## config.mk

```make
export PLATFORM = sky130hd
export DESIGN_NAME = cordic_processor
export DESIGN_NICKNAME = d
export VERILOG_FILES = /design/src/rtl/cordic_pkg.sv /design/src/rtl/cordic_iter_stage.sv /design/src/rtl/cordic_processor.sv
export SDC_FILE = /design/constraint.sdc
export NUM_CORES = 1
export LEC_CHECK = 0
export CAP_MARGIN = 20
export CORE_MARGIN = 5
export CORE_UTILIZATION = 35
export CTS_BUF_LIST = sky130_fd_sc_hd__clkbuf_8 sky130_fd_sc_hd__clkbuf_16
export CTS_CLUSTER_SIZE = 14
export DETAILED_ROUTE_END_ITERATION = 7
export HOLD_SLACK_MARGIN = 0.06
export PLACE_DENSITY = 0.62
export SETUP_SLACK_MARGIN = 0.2
export SLEW_MARGIN = 30
export SYNTH_ARGS = -nofsm -noshare
export SYNTH_HDL_FRONTEND = slang
export SYNTH_SLANG_ARGS = --single-unit
```

## constraint.sdc

```tcl
create_clock -name clk -period 12.8 [get_ports clk]
set_clock_uncertainty 0.1 [all_clocks]
set_input_delay 2.56 -clock clk [delete_from_list [all_inputs] [get_ports clk]]
set_output_delay 2.56 -clock clk [all_outputs]
set_load 0.02 [all_outputs]
```

## src/rtl/cordic_pkg.sv

```systemverilog
// Shared constants, lookup tables and state encoding for the CORDIC engine.
// Latency: n/a (types, constants and pure functions only).
// Backpressure: n/a.
package cordic_pkg;

   localparam int DEF_WIDTH  = 16;
   localparam int DEF_ITER   = 16;
   localparam int DEF_N_PROG = 8;
   localparam int DEF_IW     = DEF_WIDTH + 2;

   // Pre-scale for the CORDIC gain: 0.607253 in Q2.14.
   localparam logic signed [DEF_WIDTH-1:0] K_GAIN = 16'sd9949;

   typedef enum logic [2:0] {
      ST_IDLE,
      ST_LOAD,
      ST_ITER,
      ST_OUT,
      ST_DONE
   } state_t;

   // atan(2^-i) in Q2.14.
   function automatic logic signed [DEF_WIDTH-1:0] atan_lut(input int unsigned idx);
      case (idx)
         0:       atan_lut = 16'sd12868;
         1:       atan_lut = 16'sd7596;
         2:       atan_lut = 16'sd4014;
         3:       atan_lut = 16'sd2037;
         4:       atan_lut = 16'sd1023;
         5:       atan_lut = 16'sd512;
         6:       atan_lut = 16'sd256;
         7:       atan_lut = 16'sd128;
         8:       atan_lut = 16'sd64;
         9:       atan_lut = 16'sd32;
         10:      atan_lut = 16'sd16;
         11:      atan_lut = 16'sd8;
         12:      atan_lut = 16'sd4;
         13:      atan_lut = 16'sd2;
         14:      atan_lut = 16'sd1;
         default: atan_lut = 16'sd0;
      endcase
   endfunction

   // Angle program: 0, pi/6, pi/4, pi/3, pi/2, -pi/6, -pi/4, -pi/2 in Q2.14.
   function automatic logic signed [DEF_WIDTH-1:0] prog_rom(input int unsigned idx);
      case (idx)
         0:       prog_rom = 16'sd0;
         1:       prog_rom = 16'sd8579;
         2:       prog_rom = 16'sd12868;
         3:       prog_rom = 16'sd17157;
         4:       prog_rom = 16'sd25736;
         5:       prog_rom = -16'sd8579;
         6:       prog_rom = -16'sd12868;
         default: prog_rom = -16'sd25736;
      endcase
   endfunction

   // Clamp the two-bit-wider internal value into the signed output range.
   function automatic logic signed [DEF_WIDTH-1:0] sat(input logic signed [DEF_IW-1:0] v);
      if (!v[DEF_IW-1] && (v[DEF_IW-2:DEF_WIDTH-1] != '0))
         sat = {1'b0, {(DEF_WIDTH-1){1'b1}}};
      else if (v[DEF_IW-1] && !(&v[DEF_IW-2:DEF_WIDTH-1]))
         sat = {1'b1, {(DEF_WIDTH-1){1'b0}}};
      else
         sat = v[DEF_WIDTH-1:0];
   endfunction

endpackage

```

## src/rtl/cordic_iter_stage.sv

```systemverilog
// One CORDIC rotation-mode micro-rotation: direction chosen by the sign of z.
// Latency: purely combinational.
// Backpressure: none; the caller decides when to register the result.
module cordic_iter_stage
   import cordic_pkg::*;
#(
   parameter int IW = DEF_IW,
   parameter int SW = 4
) (
   input  logic signed [IW-1:0] i_x,
   input  logic signed [IW-1:0] i_y,
   input  logic signed [IW-1:0] i_z,
   input  logic        [SW-1:0] i_i,
   output logic signed [IW-1:0] o_x,
   output logic signed [IW-1:0] o_y,
   output logic signed [IW-1:0] o_z
);

   logic signed [IW-1:0] w_xs;
   logic signed [IW-1:0] w_ys;
   logic signed [IW-1:0] w_at;

   assign w_xs = i_x >>> i_i;
   assign w_ys = i_y >>> i_i;
   assign w_at = IW'(atan_lut(int'(i_i)));

   // Rotate towards z = 0 using the un-updated x/y.
   always_comb begin
      o_x = i_x;
      o_y = i_y;
      o_z = i_z;
      if (!i_z[IW-1]) begin
         o_x = i_x - w_ys;
         o_y = i_y + w_xs;
         o_z = i_z - w_at;
      end else begin
         o_x = i_x + w_ys;
         o_y = i_y - w_xs;
         o_z = i_z + w_at;
      end
   end

endmodule

```

## src/rtl/cordic_processor.sv

```systemverilog
// Iterative CORDIC engine: walks the angle ROM and emits saturated cos/sin per angle.
// Latency: ITER+2 cycles per angle; first res_valid 19 edges after run is first seen.
// Backpressure: none; results are one-cycle strobes, run low aborts to idle at once.
module cordic_processor
   import cordic_pkg::*;
#(
   parameter int WIDTH  = DEF_WIDTH,
   parameter int ITER   = DEF_ITER,
   parameter int N_PROG = DEF_N_PROG
) (
   input  logic                      clk,
   input  logic                      rst_n,
   input  logic                      run,
   output logic                      busy,
   output logic                      done,
   output logic                      res_valid,
   output logic [$clog2(N_PROG)-1:0] res_idx,
   output logic [WIDTH-1:0]          cos_out,
   output logic [WIDTH-1:0]          sin_out
);

   localparam int IW = WIDTH + 2;
   localparam int SW = $clog2(ITER);
   localparam int PW = $clog2(N_PROG);

   state_t               r_state;
   state_t               w_next;
   logic                 w_abort;
   logic [PW-1:0]        r_pc;
   logic [SW-1:0]        r_i;
   logic signed [IW-1:0] r_x, r_y, r_z;
   logic signed [IW-1:0] w_x, w_y, w_z;
   logic                 r_busy, r_done, r_vld;
   logic [PW-1:0]        r_idx;
   logic [WIDTH-1:0]     r_cos, r_sin;

   cordic_iter_stage #(.IW(IW), .SW(SW)) u_stage (
      .i_x (r_x),
      .i_y (r_y),
      .i_z (r_z),
      .i_i (r_i),
      .o_x (w_x),
      .o_y (w_y),
      .o_z (w_z)
   );

   // Dropping run anywhere outside IDLE discards the program in flight.
   assign w_abort = !run && (r_state != ST_IDLE);

   // State register.
   always_ff @(posedge clk) begin
      if (!rst_n) r_state <= ST_IDLE;
      else        r_state <= w_next;
   end

   // Next-state decode; abort overrides every sequencing decision.
   always_comb begin
      w_next = r_state;
      case (r_state)
         ST_IDLE: if (run) w_next = ST_LOAD;
         ST_LOAD: w_next = ST_ITER;
         ST_ITER: if (r_i == SW'(ITER - 1)) w_next = ST_OUT;
         ST_OUT:  w_next = (r_pc == PW'(N_PROG - 1)) ? ST_DONE : ST_LOAD;
         ST_DONE: w_next = ST_DONE;
         default: w_next = ST_IDLE;
      endcase
      if (w_abort) w_next = ST_IDLE;
   end

   // Datapath and registered status/result outputs.
   always_ff @(posedge clk) begin
      if (!rst_n || w_abort) begin
         r_pc   <= '0;
         r_i    <= '0;
         r_x    <= '0;
         r_y    <= '0;
         r_z    <= '0;
         r_busy <= 1'b0;
         r_done <= 1'b0;
         r_vld  <= 1'b0;
         r_idx  <= '0;
         r_cos  <= '0;
         r_sin  <= '0;
      end else begin
         r_vld  <= (r_state == ST_OUT);
         r_busy <= (r_state == ST_LOAD) || (r_state == ST_ITER) || (r_state == ST_OUT);
         r_done <= (r_state == ST_DONE);
         case (r_state)
            ST_IDLE: r_pc <= '0;
            ST_LOAD: begin
               r_x <= IW'(K_GAIN);
               r_y <= '0;
               r_z <= IW'(prog_rom(int'(r_pc)));
               r_i <= '0;
            end
            ST_ITER: begin
               r_x <= w_x;
               r_y <= w_y;
               r_z <= w_z;
               r_i <= r_i + SW'(1);
            end
            ST_OUT: begin
               r_cos <= sat(r_x);
               r_sin <= sat(r_y);
               r_idx <= r_pc;
               if (r_pc != PW'(N_PROG - 1)) r_pc <= r_pc + PW'(1);
            end
            default: ;
         endcase
      end
   end

   assign busy      = r_busy;
   assign done      = r_done;
   assign res_valid = r_vld;
   assign res_idx   = r_idx;
   assign cos_out   = r_cos;
   assign sin_out   = r_sin;

endmodule

```

# --- After elaboration in Yosys (flattened, before gate mapping) ---
# Memories as Yosys holds them, arrays and structs flattened. A register that Yosys moved wholly into a read port is not among the register bits.
# Cells that the tools add are included.
op_classes:
  add_sub_neg: 8
  eq_ne: 16
  shifts: 2
  muxes: 20
  bitwise_logic: 1
  n_reduce_logical: 26
ops:
  columns: ["op", "n"]
  rows:
  - ["$pmux 16 s7", 1]
  - ["$pmux 18 s2", 3]
  - ["$mux 16", 4]
  - ["$mux 18", 3]
  - ["$add 18x18->18", 2]
  - ["$sshr 18x4->18", 2]
  - ["$sub 18x18->18", 2]
  - ["$add 18x16->18", 1]
  - ["$sub 18x16->18", 1]
  - ["$eq 3x3->1 const B", 5]
  - ["$pmux 3 s5", 1]
  - ["$eq 3x2->1 const B", 4]
  - ["$mux 3", 4]
  - ["$mux 4", 2]
  - ["$pmux 4 s2", 1]
  - ["$reduce_and 2->1", 4]
  - ["$reduce_bool 2->1", 4]
  - ["$eq 3x1->1 const B", 2]
  - ["$logic_not 1->1", 6]
  - ["$logic_not 3->1", 2]
  - ["$pmux 3 s2", 1]
  - ["$logic_and 1x1->1", 5]
  - ["$add 4x1->4 const B", 1]
  - ["$eq 4x4->1 const B", 1]
  - ["8 further kinds", 11]
totals:
  regBits: 102
  rom_bits: 224
  in_bits: 3
  out_inout_bits: 38
  word_cells: 86
  mem_count: 1
mem_list:
  columns: ["memory", "words", "width", "rd", "rd_ports_with_merged_regs", "write_ports", "line_no", "source"]
  rows:
  - ["(name not given)", 16, 14, 1, 1, 0, "cordic_pkg.sv:24", "case (idx)"]

# --- Longest topological paths before layout ---
# Gate-level depths: netlist of run 1.
logic_depth:
  ltp_word: 5
  depth_mapped: 23
  mapped_depth_nobuf: 19

# --- By module ---
# Synthesis of run 1 repeated with hierarchy kept, for this count alone.
hier_totals:
  cells_unflattened: 1168
  hier_area_um2: 9464.1
by_module_without_submodules:
  columns: ["module", "instances", "cells_per_inst", "area_per_inst_um2", "seq_area_each_um2"]
  rows:
  - ["cordic_iter_stage", 1, 700, 5437.7, 0.0]
  - ["cordic_processor", 1, 468, 4026.4, 2042.0]

# --- Worst setup path before layout of run 1 ---
# No wires, ideal clock.
synth_timing:
  path_kind: "flip-flop to flip-flop"
  startpoint: "reg r_i[1]"
  endpoint: "reg r_y[16]"
  arrival_time_ns: 4.528
  setup_slack_ns: 8.054
  path_stages_with_launch: 20
  synth_period_minus_slack_ns: 4.746
  cell_sequence: "dfxtp_1 > buf_6 > buf_6 > buf_2 > buf_1 > mux4_2 > a222oi_1 > and3_1 > nand2_1 > nor2_1 > o22ai_1 > a221oi_1 > ha_1 > o21ai_0 > nor2_1 > or2_2 > o31a_1 > o211a_1 > or3_1 > a32o_1"
synth_between:
  elab_chain_cells: 4
synth_rtl:
  columns: ["element", "line_no", "source"]
  rows:
  - ["start: declaration", "cordic_processor.sv:30", "logic [SW-1:0] r_i;"]
  - ["start signal: assignment", "cordic_processor.sv:100", "r_i <= r_i + SW'(1);"]
  - ["$sshr 18x4->18 *", "cordic_iter_stage.sv:23", "assign w_xs = i_x >>> i_i;"]
  - ["$add 18x18->18 or $sub 18x18->18 (tied branches)", "cordic_iter_stage.sv:34, cordic_iter_stage.sv:38", null]
  - ["$mux 18 *", "cordic_iter_stage.sv:32", "if (!i_z[IW-1]) begin"]
  - ["$pmux 18 s2 *", "cordic_processor.sv:88", "case (r_state)"]
  - ["end signal: assignment", "cordic_processor.sv:98", "r_y <= w_y;"]
  - ["end: declaration", "cordic_processor.sv:31", "logic signed [IW-1:0] r_x, r_y, r_z;"]
# Mark *: on every way between the ends. The rest lies on a longest branch, timed or not.
# A chain may end at the register's enable or synchronous reset.

# --- Worst setup path in the final report of run 1 ---
layout_timing:
  startpoint: "reg r_i[1]"
  endpoint: "reg r_y[17]"
# Same word-level chain as after synthesis.

==> results.cfg, run 1 <==
[min_path]
min_path_type = reg2reg

[placed_design]
io_buffers = 40
placedCellCount = 1466
dp_hpwl_mm = 18.2
place_congestion = 0.865
pre_cts_slack_ns = 7.21

[floorplanning]
row_count = 59
die_y_um = 173
core_area_um2 = 26100
ioPinCount = 41
start_util = 0.357
die_x_um = 173
dieArea_um2 = 30000

[run]
drv_cap = 0

[critical_path]
worstPathRequired_ns = 13.01
crit_end = r_y[17]
cp_slowest_stage_delay_ns = 0.71
r2r-end = r_y[17]
cp_max_fo = 52
startpoint_type = register
cp-startpoint = r_i[1]
critPathKind = reg2reg
rrSetupSlack_ns = 7.25
critPathArrivalTime_ns = 5.76
cp_slowest_cell = o41ai_1
cp_cell_sequence = buf_4, mux4_2, mux2_2, a222oi_1, ha_1, nor2b_1, a21oi_1, xor2_1, ha_1, a21o_1, o41ai_1, or3_1, nand3_1, o21ai_0, o21ai_0, xnor2_1, o21ai_1
endpoint_kind = register
path_delay_family = compound AO/OA/AOI/OAI gates
timing.rr.start = r_i[1]
critPathBufInv = 1
worst_r2r_path_depth = 17
cp.depth = 17

[detailed_routing]
first_pass_iters = 8
wirelength_mm = 25.9
wl_per_cell_um = 17.3
ant_nets = 0
first_iter_violations = 720
vias = 8541
drcViolationCount = 0
viasPerCell = 5.70

[cts]
cts_max_path_buffers = 2
insertion_delay_ns = 0.43
numCtsBuffers = 17
clkTransAtPathRegs_ns = 0.06
ctsHtreeMaxLevel = 4
cts_resized = 0
cts_hold_buf = 0
cts-root-buf = clkbuf_16
cts_tree = done
cts_setup_buffers = 0
cts_num_sinks = 116

[sta]
rsz0062_at_grt = no
tightest_slew_ns = 0.835
slew_viol_final = 0
max_freq_ghz = 0.180
slew_headroom = 0.429
worst_slack_ns = 7.25
setup_viol = 0
period_minus_slack_ns = 5.55
fin_crit_sh = 0.434
finalHoldViolations = 0
fin_tns_setup_ns = 0

[global_route]
antenna_found_initial = 0
grt.met2_usage = 0.280
grt_pass1_wl_mm = 42.3
grt-busiest-layer = met2
grt_pass1_vias = 8002
overflow = 0
grt_util_met1 = 0.228
grt_util_met3 = 0.0323
grt_usage = 0.170
grt_max_degree = 74

[synth]
synth.net_count = 1220
synth_edf_count = 0
synth_area_um2 = 9330
ys_warn_count = 0
async_reset_ff_frac = 0
synthFlopType = dfxtp_1
synth.distinct_cells = 72
postSynthAreaPerCell_um2 = 8.13
synth-seq-cells = 116
syn_inst = 1147
yosysSeqAreaShare = 0.249

[finish]
nets = 1223
final_cells = 1498
drive_gt1_frac = 0.0903
num_antenna_cells = 0
area_delta_synth_final_pct = 14.0

[power_and_ir_drop]
peakVddDrop_uv = 69.1
power.leakage_nw = 4.01
power.density_nw_per_um2 = 147

[status]
status = completed
final cells by class:
type	count	area [um^2]
fillers	2645	15500
multi-input cells	930	6600
flip-flops and latches	116	2320
repair buffers	53	498
clock buffers	17	425
well taps	335	419
clock inverters	15	254
inverters	32	120
cell usage after synthesis, types with 6 or more instances:
master / n / area share
a21oi_1: 154 / 0.083
nor2_1: 127 / 0.051
dfxtp_1: 116 / 0.25
nand2_1: 94 / 0.038
o21ai_0: 85 / 0.046
ha_1: 67 / 0.090
xnor2_1: 46 / 0.043
clkbuf_1: 43 / 0.017
mux4_2: 36 / 0.087
xor2_1: 36 / 0.034
mux2i_1: 31 / 0.033
inv_1: 29 / 0.012
nor3_1: 25 / 0.013
a22oi_1: 21 / 0.017
o21a_1: 15 / 0.012
nor2b_1: 13 / 0.0087
a21o_1: 12 / 0.0097
a31oi_1: 11 / 0.0074
and3_1: 11 / 0.0074
buf_2: 11 / 0.0059
buf_1: 10 / 0.0040
or3_1: 10 / 0.0067
nand3_1: 8 / 0.0043
o21ai_1: 8 / 0.0043
a211oi_1: 7 / 0.0056
and2_1: 7 / 0.0047
mux2_2: 7 / 0.0084
nand2b_1: 7 / 0.0047
o41ai_1: 6 / 0.0056
through the flow:
stage               utilization  power, mW  hold WS [ns]  instance area, um^2
floorplan                     -      0.893         0.332                 9330
CTS                       0.407       1.57         0.350                10600
finish                    0.407       1.56         0.348                10600
global placement          0.381       1.00         0.341                 9960
global route              0.407       1.67         0.363                10600
detailed placement        0.381       1.01         0.344                 9960
cell usage in the layout, fill, tap and decap left out, drive strengths merged, types with 15 or more instances in the layout:
master,instances
a21oi,154
a22oi,21
clkbuf,17
clkdlybuf4s50,40
dfxtp,116
ha,67
inv,31
mux2i,31
mux4,36
nand2,94
nor2,127
nor3,25
o21a,15
o21ai,93
xnor2,46
xor2,36
flip-flops by register name (all words and copies together), names as in the netlist, 3 cells and up:
register and cells:
r_x 18, r_y 18, r_z 18, cos_out 16, sin_out 16, u_stage.w_at 14
r_i 4, r_pc 3, r_state 3, res_idx 3
worst min-delay path by stage:
| stage | from | to | depth (start not counted) |
|---|---|---|---|
| floorplan | r_z[14] | r_z[14] | 2 |
| global placement | cos_out[8] | cos_out[8] | 2 |
| detailed placement | cos_out[2] | cos_out[2] | 2 |
| CTS | cos_out[2] | cos_out[2] | 2 |
| global route | cos_out[2] | cos_out[2] | 2 |
| finish | cos_out[2] | cos_out[2] | 2 |
where the power goes:
group | total (mW) | switching, mW | internal (mW)
sequential | 0.422 | 0.0399 | 0.382
clock | 0.559 | 0.192 | 0.367
combinational | 0.584 | 0.320 | 0.264
total | 1.56 | 0.553 | 1.01
cells by family after synthesis:
group / count (synthesis) / share of synthesized area
AND/OR/NAND/NOR: 331 / 0.162
adder cells (fa/ha/maj): 70 / 0.0963
multiplexers: 75 / 0.130
XOR/XNOR: 82 / 0.0770
buffers and inverters: 101 / 0.0461
AO/OA/AOI/OAI: 372 / 0.240
flip-flops: 116 / 0.249
tightest hold or removal path, cell delays in order (launching register included):
cell and delay, ns:
dfxtp_1 0.31, nand2_1 0.05, a21oi_1 0.05
layer usage:
| metal | wire, um | vias up | part of all wire |
|---|---|---|---|
| met5 | 0 | - | 0 |
| met4 | 560 | 0 | 0.022 |
| met3 | 1370 | 40 | 0.053 |
| met2 | 12200 | 254 | 0.47 |
| met1 | 11800 | 4053 | 0.45 |
| li1 | - | 4194 | - |
No activity file was read; power rests on OpenSTA's default activity.
==> run 2: changes to the inputs <==
==> constraint.sdc (replaced) <==
create_clock -name clk -period 5.15 [get_ports clk]
set_clock_uncertainty 0.1 [all_clocks]
set_input_delay 1.03 -clock clk [delete_from_list [all_inputs] [get_ports clk]]
set_output_delay 1.03 -clock clk [all_outputs]
set_load 0.02 [all_outputs]
==> results.cfg, run 2 (synthesis gave the netlist of run 1 again) <==
[detailed_routing]
wl_per_cell_um = 18.0
wirelength_mm = 28.0
first_pass_iters = 6
ant_nets = 0
viasPerCell = 5.75
drcViolationCount = 0
first_iter_violations = 691
vias = 8917

[critical_path]
cp_slowest_stage_delay_ns = 0.55
cp_cell_sequence = mux4_2, mux2_4, a222oi_1, ha_2, nor2b_4, buf_4, a21oi_1, xor2_1, ha_1, a21o_1, o21a_1, o21ai_2, a21oi_2, o31a_1, o211a_1, or3_1, a32o_1
critPathBufInv = 1
critPathArrivalTime_ns = 5.09
cp_max_fo = 4
critPathKind = reg2reg
startpoint_type = register
worstPathRequired_ns = 5.37
endpoint_kind = register
worst_r2r_path_depth = 17
cp.depth = 17
timing.rr.start = r_i[1]
cp-startpoint = r_i[1]
cp_slowest_cell = mux4_2
path_delay_family = compound AO/OA/AOI/OAI gates
rrSetupSlack_ns = 0.28

[finish]
most-common-layout-cells = a21oi_1 (150), nor2_1 (127), dfxtp_1 (114)
drive_gt1_frac = 0.145
fillers = 2616
reg_top3 = r_x (18), r_y (18), r_z (18)
num_antenna_cells = 0
layout_commonest_cell = a21oi_1
final_cells = 1551
nets = 1276
fin_area_um2 = 11200
area_delta_synth_final_pct = 19.8

[sta]
slew_headroom = 0.397
slew_viol_final = 0
rsz0062_at_grt = yes
holdWs_ns = 0.347
max_freq_ghz = 0.205
finalHoldViolations = 0
fin_crit_sh = 0.945
setup_viol = 0
tightest_slew_ns = 0.895
fin_tns_setup_ns = 0
period_minus_slack_ns = 4.87

[power_and_ir_drop]
combPwrFrac = 0.408
peakVddDrop_uv = 160
total_power_mw = 4.03
power.density_nw_per_um2 = 361
power_frac_seq = 0.251
p_int_mw = 2.57
switching_share = 0.362
clkPwrFrac = 0.341
p_switching_mw = 1.46
power.leakage_nw = 4.33

[placed_design]
placedCellCount = 1505
place_area_um2 = 10300
io_buffers = 40
dp_hpwl_mm = 20.3
place_congestion = 0.928

[global_route]
grt_usage = 0.179
grt_pass1_wl_mm = 44.0
overflow = 0
grt_max_degree = 50
antenna_found_initial = 0
grt_pass1_vias = 8171

[cts]
clkTransAtPathRegs_ns = 0.06
cts-root-buf = clkbuf_16
ctsHtreeMaxLevel = 4
cts_hold_buf = 0
cts_tree = done
numCtsBuffers = 17
cts_max_path_buffers = 2
cts_num_sinks = 116
insertion_delay_ns = 0.44

[floorplanning]
row_count = 59
die_y_um = 173
dieArea_um2 = 30000
core_area_um2 = 26100
start_util = 0.357
die_x_um = 173
ioPinCount = 41

[min_path]
min-delay-start = cos_out[3]
whs_path_depth = 2
min_path_type = reg2reg

[run]
drv_cap = 0

[status]
status = completed
## run 2: area by class of cell
class	count	area, um^2	share of cell area
clock buffers	17	425	0.0381
inverters	32	120	0.0107
flip-flops and latches	116	2330	0.208
repair buffers	106	941	0.0842
multi-input cells	930	6700	0.599
clock inverters	15	243	0.0217
well taps	335	419	0.0375
## run 2: per-layer routing
metal	GRT usage	part of all wire
met1	0.239	0.45
met2	0.288	0.47
met3	0.0281	0.055
met4	0.0762	0.027
met5	0	0
## run 2: power by group through the flow
stage / combinational (mW) / sequential, mW / clock, mW
final: 1.65 / 1.01 / 1.37
after global routing: 1.81 / 1.02 / 1.43
after CTS: 1.55 / 1.01 / 1.39
after detailed placement: 1.53 / 1.03 / 0
after global placement: 1.51 / 1.03 / 0
after floorplan: 1.21 / 1.01 / 0
## run 2: path summary, 6_finish.rpt
check	to
hold reg to reg	cos_out[3]
setup / recovery	r_y[16]
hold / removal	cos_out[3]
setup reg to reg	r_y[16]
## run 2: per-stage QoR
step                setup WS [ns]  utilization
CTS                         0.204        0.419
detailed placement         0.0493        0.393
global placement           0.0716        0.393
global route               0.0861        0.428
finish                      0.283        0.428
floorplan                   0.404            -
## run 2: timing repair
| action | in CTS | in global routing |
|---|---|---|
| gates cloned | 0 | 0 |
| setup buffers | 1 | 13 |
| pin swaps | 1 | 15 |
| gates resized for setup | 3 | 25 |
| endpoints found under the setup margin | 7 | 10 |
## run 2: tightest hold or removal path, cell delays in order (launching register included)
cell,delay [ns]
dfxtp_1,0.30
nand2_1,0.05
a21oi_1,0.05
